$ cat src/rtl/sha_seq_pkg.sv
// Shared types and defaults for the SHA round sequencer.
package sha_seq_pkg;

   localparam int unsigned ROUNDS_DEF    = 64;
   localparam int unsigned HDR_WORDS_DEF = 20;
   localparam int unsigned NONCE_IDX_DEF = 19;
   localparam int unsigned PIPE_LAT_DEF  = 4;

   // First round that takes W[t] from the message-schedule expander instead of the header.
   localparam int unsigned SCHED_SW_RND  = 16;

   typedef enum logic [2:0] {
      S_IDLE,
      S_LOAD,
      S_ARMED,
      S_INIT,
      S_PRIME,
      S_ROUND,
      S_WAIT_DS,
      S_FINISH
   } state_t;

endpackage

$ cat src/rtl/sha_seq_nonce_ctr.sv
// Nonce register with range end-compare and sticky exhausted flag.
module sha_seq_nonce_ctr (
   input  logic        clk_h,
   input  logic        host_break,
   input  logic        arm,
   input  logic        inc,
   input  logic        set_exh,
   input  logic [31:0] nonce_start,
   input  logic [31:0] nonce_end,
   output logic [31:0] nonce,
   output logic        last_c,
   output logic        exhausted
);

   logic [31:0] end_q;
   logic        single_q;

   // A reversed range runs the start nonce alone, so it is always the last one.
   always_comb begin
      last_c = single_q || (nonce == end_q);
   end

   // Range capture on arm, modulo-2^32 increment, sticky exhausted.
   always_ff @(posedge clk_h) begin
      if (host_break) begin
         nonce     <= '0;
         end_q     <= '0;
         single_q  <= 1'b0;
         exhausted <= 1'b0;
      end else if (arm) begin
         nonce     <= nonce_start;
         end_q     <= nonce_end;
         single_q  <= (nonce_start > nonce_end);
         exhausted <= 1'b0;
      end else begin
         if (inc)     nonce     <= nonce + 32'd1;
         if (set_exh) exhausted <= 1'b1;
      end
   end

endmodule

$ cat src/rtl/sha_round_seq.sv
// Control sequencer for a SHA-256 compression core: header load, per-nonce round
// sequencing and downstream hand-off.
module sha_round_seq
   import sha_seq_pkg::*;
#(
   parameter int unsigned ROUNDS    = ROUNDS_DEF,
   parameter int unsigned HDR_WORDS = HDR_WORDS_DEF,
   parameter int unsigned NONCE_IDX = NONCE_IDX_DEF,
   parameter int unsigned PIPE_LAT  = PIPE_LAT_DEF
) (
   input  logic                         clk_h,
   input  logic                         host_break,
   input  logic                         block_data_en,
   input  logic                         start_stop,
   input  logic [31:0]                  nonce_start,
   input  logic [31:0]                  nonce_end,
   input  logic                         ds_ready,
   output logic                         hdr_wren,
   output logic [$clog2(HDR_WORDS)-1:0] hdr_addr_a,
   output logic [$clog2(HDR_WORDS)-1:0] hdr_addr_b,
   output logic [$clog2(ROUNDS)-1:0]    k_addr,
   output logic                         k_en,
   output logic                         abc_load,
   output logic                         abc_en,
   output logic                         wt_reg_en,
   output logic                         wt_sw,
   output logic                         wr_nonce,
   output logic [31:0]                  nonce_out,
   output logic                         go_next,
   output logic                         busy,
   output logic                         exhausted
);

   localparam int unsigned HAW = $clog2(HDR_WORDS);
   localparam int unsigned WCW = HAW + 1;
   localparam int unsigned RW  = $clog2(ROUNDS);
   localparam int unsigned PW  = 4;

   state_t         state_q, state_d;
   logic [WCW-1:0] wcnt_q;
   logic [HAW-1:0] baddr_q;
   logic [RW-1:0]  rc_q;
   logic [PW-1:0]  pcnt_q;

   logic hdr_room_c, prime_last_c, round_last_c;
   logic nonce_last_c, nonce_arm, nonce_inc, nonce_set_exh;

   // Round counter doubles as the K ROM address.
   assign k_addr     = rc_q;
   assign hdr_addr_b = baddr_q;

   // Counter terminal decodes.
   always_comb begin
      hdr_room_c   = (wcnt_q < WCW'(HDR_WORDS));
      prime_last_c = (pcnt_q == PW'(PIPE_LAT - 1));
      round_last_c = (rc_q == RW'(ROUNDS - 1));
   end

   // State register.
   always_ff @(posedge clk_h) begin
      if (host_break) state_q <= S_IDLE;
      else            state_q <= state_d;
   end

   // Next-state and control decode.
   always_comb begin
      state_d       = state_q;
      hdr_wren      = 1'b0;
      hdr_addr_a    = '0;
      k_en          = 1'b0;
      abc_load      = 1'b0;
      abc_en        = 1'b0;
      wt_reg_en     = 1'b0;
      wt_sw         = 1'b0;
      wr_nonce      = 1'b0;
      go_next       = 1'b0;
      busy          = 1'b1;
      nonce_arm     = 1'b0;
      nonce_inc     = 1'b0;
      nonce_set_exh = 1'b0;
      case (state_q)
         S_IDLE: begin
            busy = 1'b0;
            if (block_data_en) begin
               hdr_wren = 1'b1;
               state_d  = S_LOAD;
            end
         end
         S_LOAD: begin
            busy       = 1'b0;
            hdr_addr_a = wcnt_q[HAW-1:0];
            if (block_data_en)   hdr_wren = hdr_room_c;
            else if (start_stop) state_d  = S_ARMED;
         end
         S_ARMED: begin
            nonce_arm = 1'b1;
            state_d   = S_INIT;
         end
         S_INIT: begin
            wr_nonce   = 1'b1;
            hdr_addr_a = HAW'(NONCE_IDX);
            abc_load   = 1'b1;
            abc_en     = 1'b1;
            state_d    = S_PRIME;
         end
         S_PRIME: begin
            abc_load  = 1'b1;
            abc_en    = 1'b1;
            k_en      = prime_last_c;
            wt_reg_en = prime_last_c;
            if (prime_last_c) state_d = S_ROUND;
         end
         S_ROUND: begin
            abc_en    = 1'b1;
            k_en      = 1'b1;
            wt_reg_en = 1'b1;
            wt_sw     = (rc_q >= RW'(SCHED_SW_RND));
            if (round_last_c) state_d = S_WAIT_DS;
         end
         S_WAIT_DS: begin
            go_next = 1'b1;
            if (ds_ready) state_d = S_FINISH;
         end
         S_FINISH: begin
            if (nonce_last_c) begin
               nonce_set_exh = 1'b1;
               state_d       = S_IDLE;
            end else if (!start_stop) begin
               state_d = S_IDLE;
            end else begin
               nonce_inc = 1'b1;
               state_d   = S_INIT;
            end
         end
         default: state_d = S_IDLE;
      endcase
   end

   // Header word count, header read address, prime and round counters.
   always_ff @(posedge clk_h) begin
      if (host_break) begin
         wcnt_q  <= '0;
         baddr_q <= '0;
         rc_q    <= '0;
         pcnt_q  <= '0;
      end else if (state_d == S_INIT) begin
         baddr_q <= '0;
         rc_q    <= '0;
         pcnt_q  <= '0;
      end else begin
         case (state_q)
            S_IDLE: wcnt_q <= block_data_en ? WCW'(1) : '0;
            S_LOAD: if (block_data_en && hdr_room_c) wcnt_q <= wcnt_q + WCW'(1);
            S_PRIME: begin
               baddr_q <= baddr_q + HAW'(1);
               pcnt_q  <= pcnt_q + PW'(1);
            end
            S_ROUND: begin
               if (!round_last_c)               rc_q    <= rc_q + RW'(1);
               if (rc_q < RW'(SCHED_SW_RND))    baddr_q <= baddr_q + HAW'(1);
            end
            default: ;
         endcase
      end
   end

   sha_seq_nonce_ctr u_nonce (
      .clk_h       (clk_h),
      .host_break  (host_break),
      .arm         (nonce_arm),
      .inc         (nonce_inc),
      .set_exh     (nonce_set_exh),
      .nonce_start (nonce_start),
      .nonce_end   (nonce_end),
      .nonce       (nonce_out),
      .last_c      (nonce_last_c),
      .exhausted   (exhausted)
   );

endmodule

$ cat config.mk
export PLATFORM = sky130hd
export DESIGN_NAME = sha_round_seq
export DESIGN_NICKNAME = d
export VERILOG_FILES = /design/src/rtl/sha_seq_pkg.sv /design/src/rtl/sha_seq_nonce_ctr.sv /design/src/rtl/sha_round_seq.sv
export SDC_FILE = /design/constraint.sdc
export NUM_CORES = 1
export LEC_CHECK = 0
export CELL_PAD_IN_SITES_DETAIL_PLACEMENT = 1
export CELL_PAD_IN_SITES_GLOBAL_PLACEMENT = 1
export CORE_UTILIZATION = 40
export DETAILED_ROUTE_END_ITERATION = 12
export PLACE_DENSITY = 0.9
export SLEW_MARGIN = 20
export SYNTH_ARGS = -nofsm -noshare
export SYNTH_HDL_FRONTEND = slang
export SYNTH_HIERARCHICAL = 1
export SYNTH_SLANG_ARGS = --single-unit
$ cat constraint.sdc
create_clock -name clk_h -period 7 [get_ports clk_h]
set_clock_uncertainty 0.05 [all_clocks]
set_input_delay 1.75 -clock clk_h [delete_from_list [all_inputs] [get_ports clk_h]]
set_output_delay 1.75 -clock clk_h [all_outputs]
set_load 0.01 [all_outputs]
==> impl_metrics.env <==
export IMPL_dr_pass1_iters=5
export IMPL_ys_seq_area_share_pct=33.1
export IMPL_worstReg2RegEnd="u_nonce/nonce[31]"
export IMPL_relSlewSlack_pct=39.1
export IMPL_cts_root_buf="clkbuf_16"
export IMPL_fin_crit_ns=4.98
export IMPL_cts_buffers=9
export IMPL_fmax_mhz=201
export IMPL_endpoint_kind="output pin"
export IMPL_global_route_overflow_total=0
export IMPL_dp_slack_ns=2.04
export IMPL_min_path_cells=1
export IMPL_gp_congestion=0.822
export IMPL_cts_tree="done"
export IMPL_cp_required_ns=5.20
export IMPL_holdPathEnd="u_nonce/exhausted"
export IMPL_syn2layout_area_growth_pct=30.5
export IMPL_via_count=5240
export IMPL_clk_pin_slew_ns=0.06
export IMPL_min_path_type="reg -> reg"
export IMPL_synthesis_instances=643
export IMPL_yosys_warnings=6
export IMPL_cp_data_arrival_time_ns=3.18
export IMPL_die_h_um=119
export IMPL_io_pins=127
export IMPL_htreeDepth=3
export IMPL_fin_area_um2=7110
export IMPL_tightest_slew_ns=0.913
export IMPL_reg2reg_from="u_nonce/nonce[3]"
export IMPL_synth_enable_flop_cells=0
export IMPL_rsz0062_at_grt="false"
export IMPL_setup_viol=0
export IMPL_synth_main_ff_cell="dfxtp_1"
export IMPL_ff2ff_setup_slack_ns=3.04
export IMPL_synth_top_area_share_pct=33.1
export IMPL_diodes=0
export IMPL_final_nets=856
export IMPL_finalHoldViolCount=0
export IMPL_cts_sinks=90
export IMPL_start_util_pct=41.1
export IMPL_clkLatencyLatePin_ns=0.35
export IMPL_max_cap_viol_count=0
export IMPL_status="finished, final reports clean"
export IMPL_synth_nets=749
export IMPL_worst_path_max_fanout=4
export IMPL_route_detailed_drc=0
export IMPL_cts_resized=0
export IMPL_wl_um=17600
export IMPL_rr_worst_depth=11
export IMPL_final_max_slew_viol_count=0
export IMPL_setup_ws_ns=2.02
export IMPL_crit_type="in -> out"
export IMPL_antenna_found_initial=0
export IMPL_dp_hpwl_um=13100
export IMPL_clock_path_buffers=2
export IMPL_grt_pass1_wl_um=28200
export IMPL_place_area_um2=6790
export IMPL_p_per_area_nw_per_um2=181
export IMPL_cts_hold_buf=0
export IMPL_drt_first_iter_violations=233
export IMPL_rows=42
export IMPL_grt_pass1_vias=5660
export IMPL_ys_types=64
export IMPL_viasPerCell=5.63
export IMPL_cts_setup_buffers=0
export IMPL_die_x_um=119
export IMPL_synth_area_um2=5450
export IMPL_portBuffers=126
export IMPL_yosysTopAreaCell="dfxtp_1"
export IMPL_tns_ns=0
export IMPL_vdd_drop_max_mv=0.119
export IMPL_final_util_pct=53.7
export IMPL_core_um2=13200
export IMPL_synth_area_top_cells="dfxtp_1 (33%), ha_1 (8.5%), xnor2_1 (7.4%)"
export IMPL_detail_route_antenna_nets=0
export IMPL_timing_final_crit_share_pct=71.1
export IMPL_avgSynthCellArea_um2=8.47
export IMPL_start_kind="primary input"
export IMPL_min_from="u_nonce/exhausted"
export IMPL_die_area_um2=14100
export IMPL_drive_gt1_share_pct=5.04
export IMPL_async_flop_share_pct=0
export IMPL_wl_per_cell_um=19.0
export IMPL_synth_seq_cells=90
export IMPL_gr_usage_all_layers_pct=25.5
export IMPL_leakagePower_nw=2.65
export IMPL_grt_max_degree=50
[Yosys cell counts (8+ instances only)]
cell type,number
nand4_1,23
inv_1,46
nand3_1,23
xor2_1,23
ha_1,37
nand2_1,26
xnor2_1,46
nor2_1,102
nor4_1,8
a211oi_1,18
clkbuf_1,18
mux2i_1,36
dfxtp_1,90
a21oi_1,27
o21ai_0,9
[placed cells by master (no fill, tap or decap), drive strengths merged, types with 2 or more instances in the layout]
| cell type | n |
|---|---|
| o21ai | 11 |
| buf | 4 |
| o211ai | 3 |
| or4 | 3 |
| nor2b | 4 |
| xor2 | 23 |
| o21bai | 2 |
| nand2 | 27 |
| a31oi | 2 |
| nand3 | 24 |
| clkbuf | 14 |
| nor4 | 11 |
| a21o | 4 |
| inv | 46 |
| a211oi | 19 |
| nor3 | 12 |
| mux2i | 36 |
| xnor2 | 46 |
| and3 | 7 |
| o22ai | 2 |
| nand3b | 2 |
| o21a | 3 |
| a221o | 2 |
| o32ai | 2 |
| nand4 | 23 |
| or3 | 6 |
| nor2 | 102 |
| clkdlybuf4s50 | 125 |
| ha | 37 |
| and4 | 4 |
| nor3b | 2 |
| nand2b | 6 |
| a311oi | 6 |
| dfxtp | 90 |
| or2 | 2 |
| a21oi | 27 |
[sequential cells by signal (all words and copies together), names as in the netlist]
name,flops
state_q,3
hdr_addr_b,5
u_nonce/end_q,32
u_nonce/exhausted,1
wcnt_q,6
u_nonce/nonce,32
k_addr,6
pcnt_q,4
u_nonce/single_q,1
[power breakdown]
group	internal, W	switching [W]	total (W)
logic	0.000106	0.000104	0.000210
registers	0.000527	0.0000253	0.000552
clock network	0.000324	0.000200	0.000523
[area by class of cell]
type | instances | area, µm²
Tap cell | 176 | 220
Multi-Input combinational cell | 474 | 3310
Sequential cell | 90 | 1800
Clock inverter | 1 | 30.0
Timing Repair Buffer | 129 | 1280
Clock buffer | 14 | 294
Fill cell | 1572 | 6130
Inverter | 46 | 173
[metrics by stage]
stage | instances | hold slack (ns) | power (W)
3_3_place_gp | 915 | 0.395 | 0.000758
3_5_place_dp | 915 | 0.413 | 0.000769
6_report | 930 | 0.429 | 0.00129
5_1_grt | 930 | 0.454 | 0.00134
4_1_cts | 930 | 0.430 | 0.00129
2_1_floorplan | 643 | 0.378 | 0.000664
[critical path, cell delays in order]
cell and delay, ns:
clkdlybuf4s50_1 0.58, nand2b_1 0.14, a21oi_1 0.16, clkdlybuf4s50_1 0.54
[logic make-up after synthesis]
family	after synthesis	synth area share, %
buffers and inverters	79	6.22
AND/OR/NAND/NOR	239	22.7
flip-flops	90	33.1
multiplexers	36	6.61
XOR/XNOR	69	11.1
adder cells (fa/ha/maj)	37	8.50
AO/OA/AOI/OAI	93	11.8
[worst max path at each step]
stage,from,to,slack [ns],cells after the start
finish,block_data_en,hdr_wren,2.02,4
global placement,block_data_en,hdr_wren,2.06,4
detailed placement,block_data_en,hdr_wren,2.04,4
global route,block_data_en,hdr_wren,1.97,4
floorplan,block_data_en,hdr_wren,3.14,2
CTS,block_data_en,hdr_wren,2.03,4
[routing by layer]
metal / GRT usage (%) / up-vias / share of wire (%)
met5: 0 / - / 0
met4: 12.3 / 0 / 3.8
met3: 5.31 / 52 / 4.5
met2: 45.1 / 177 / 51
met1: 29.1 / 2555 / 41
li1: - / 2456 / -
(Power assumes the default switching activity.)
==> edit (same flow settings) <==
Set the package constant `HDR_WORDS_DEF` to 30 (it was 20).
--- a/src/rtl/sha_seq_pkg.sv
+++ b/src/rtl/sha_seq_pkg.sv
@@ -3,5 +3,5 @@
 
    localparam int unsigned ROUNDS_DEF    = 64;
-   localparam int unsigned HDR_WORDS_DEF = 20;
+   localparam int unsigned HDR_WORDS_DEF = 30;
    localparam int unsigned NONCE_IDX_DEF = 19;
    localparam int unsigned PIPE_LAT_DEF  = 4;
Behaviour: no difference found for any inputs over 10 cycles, from zero or initial values; that may be too few to reach the edited logic, so the function may still have changed.
==> edit against the unedited design <==
  * Critical path depth increased by 1
  * Routed wire length fell by 2.2%
  * Synthesized area decreased by 0.34%
  * Clock power decreased by 16%
  * Sequential share of layout area is 0.27 points higher
  * Cell area down 1.0%
  * Power down 6.7%
  * Sequential cell count did not move
  * Worst setup slack got worse by 0.26 ns
  * Critical endpoint unchanged
  * Largest power group unchanged
==> edit: results (changes against the unedited design) <==
Status
  – Run status: finished, final reports clean (unchanged)

Logic synthesis
  – Syn_nets: 756 (was 749)
  – Area contributors post-synth: dfxtp_1 (33%), ha_1 (8.5%), xnor2_1 (7.3%), mux2i_1 (6.8%), nor2_1 (6.3%) (was dfxtp_1 (33%), ha_1 (8.5%), xnor2_1 (7.4%), nor2_1 (7.0%), mux2i_1 (6.6%))
  – Synth Area per Inst: 8.35 sq um (was 8.47 sq um)
  – Post-synthesis sequential area ratio: 0.332 (was 0.331)
  – Count of cell types in the netlist: 56 (was 64)
  – Top post-synthesis cells by count: nor2_1 (91), dfxtp_1 (90), inv_1 (45), xnor2_1 (45), nand2_1 (41) (was nor2_1 (102), dfxtp_1 (90), inv_1 (46), xnor2_1 (46), ha_1 (37))

Critical path
  – Crit-path max cell delay: 0.55 ns (was 0.58 ns)
  – Highest-delay cell along the critical path: clkdlybuf4s50_1 (unchanged)
  – FF-to-FF Start: u_nonce/nonce[29] (was u_nonce/nonce[3])
  – R2R cell count: 10 (was 11)
  – Crit Path Max Fanout: 6 (was 4)
  – Reg-to-reg slack, setup: 3.17 ns (was 3.04 ns)
  – Arrival time worst endpoint: 3.44 ns (was 3.18 ns)
  – RR Endpoint: u_nonce/nonce[31] (unchanged)

Place
  – Placed cells: 922 (was 915)
  – HPWL after DPL: 13100 microns (about the same)
  – Routability-driven placement congestion ratio: 0.845 (was 0.822)
  – Number of buffers added on ports: 126 (unchanged)
  – Placed inst area: 6780 sq um (was 6790 sq um)

Clock network
  – Clock tree buffer depth: 2 (unchanged)
  – CTS-repair resized insts: 0 (unchanged)
  – Setup repair bufs after CTS: 0 (unchanged)

Min path
  – Depth of the worst hold-timing path: 2 (was 1)
  – Hold Path End: wcnt_q[5] (was u_nonce/exhausted)
  – Hold Path Origin: wcnt_q[5] (was u_nonce/exhausted)

Power and ir drop
  – Maximum VDD drop: 0.0000942 V (was 0.000119 V)
  – Static leakage: 0.00261 uW (was 0.00265 uW)

GRT
  – Vias in the first global route: 5388 (was 5660)
  – First-pass GRT wire length: 27600 microns (was 28200 microns)
  – Largest net degree at the start of global routing: 75 (was 50)
  – Total GRT Usage: 0.250 (was 0.255)

Route
  – Routed wire length: 17200 microns (was 17600 microns)
  – Avg WL per Cell: 18.4 microns (was 19.0 microns)
  – 1st-pass router iterations: 4 (was 5)
  – First DRT Iteration DRCs: 356 (was 233)
  – Vias per inst: 5.49 (was 5.63)

STA
  – Final hold slack: 0.421 ns (was 0.429 ns)
  – Worst-margin pin slew: 0.854 ns (was 0.913 ns)

Cells and area
  – Nets: 863 (was 856)
  – Proportion of layout cells with a drive suffix above 1: 0.0421 (was 0.0504)
-- edit: changes by cell type after synthesis, sizes merged, moves of 3 or more --
cell,change
a21oi,+4
nand2,+14
nand2b,-3
nor2,-11
o21ai,+6
xor2,-3
-- edit: cells by family after synthesis --
group | share of synthesized area
adder cells (fa/ha/maj) | 0.0853
AND/OR/NAND/NOR | 0.230
AO/OA/AOI/OAI | 0.119
multiplexers | 0.0682
buffers and inverters | 0.0601
XOR/XNOR | 0.105
flip-flops | 0.332
-- edit: power by group --
part | switching, uW | internal (uW)
clock | 195 | 245
combinational | 103 | 106
sequential | 24.1 | 526
total | 322 | 877
-- edit: worst max-delay path by stage --
stage                        from       end  slack (ns)  depth (start not counted)
floorplan           block_data_en  hdr_wren        2.91                          3
global placement    block_data_en  hdr_wren        1.84                          5
detailed placement  block_data_en  hdr_wren        1.77                          5
CTS                 block_data_en  hdr_wren        1.76                          5
global route        block_data_en  hdr_wren        1.62                          5
finish              block_data_en  hdr_wren        1.76                          5
-- edit: cell type report --
cell class / count / area, sq um
clock buffers: 11 / 243
clock inverters: 3 / 17.5
inverters: 45 / 169
fillers: 1600 / 6200
multi-input cells: 482 / 3310
repair buffers: 129 / 1280
flip-flops and latches: 90 / 1800
well taps: 176 / 220
-- edit: worst reg2reg max path, delay by kind of cell, from the launching register on --
kind,cells,cell delay [ns]
AND/OR/NAND/NOR,6,2.25
flip-flops,1,0.47
XOR/XNOR,2,0.40
AO/OA/AOI/OAI,2,0.56
-- edit: routing by layer --
metal | GRT usage | routed length (microns)
met4 | 0.112 | 478
met3 | 0.0357 | 762
met5 | 0 | 0
met1 | 0.296 | 7170
met2 | 0.446 | 8830
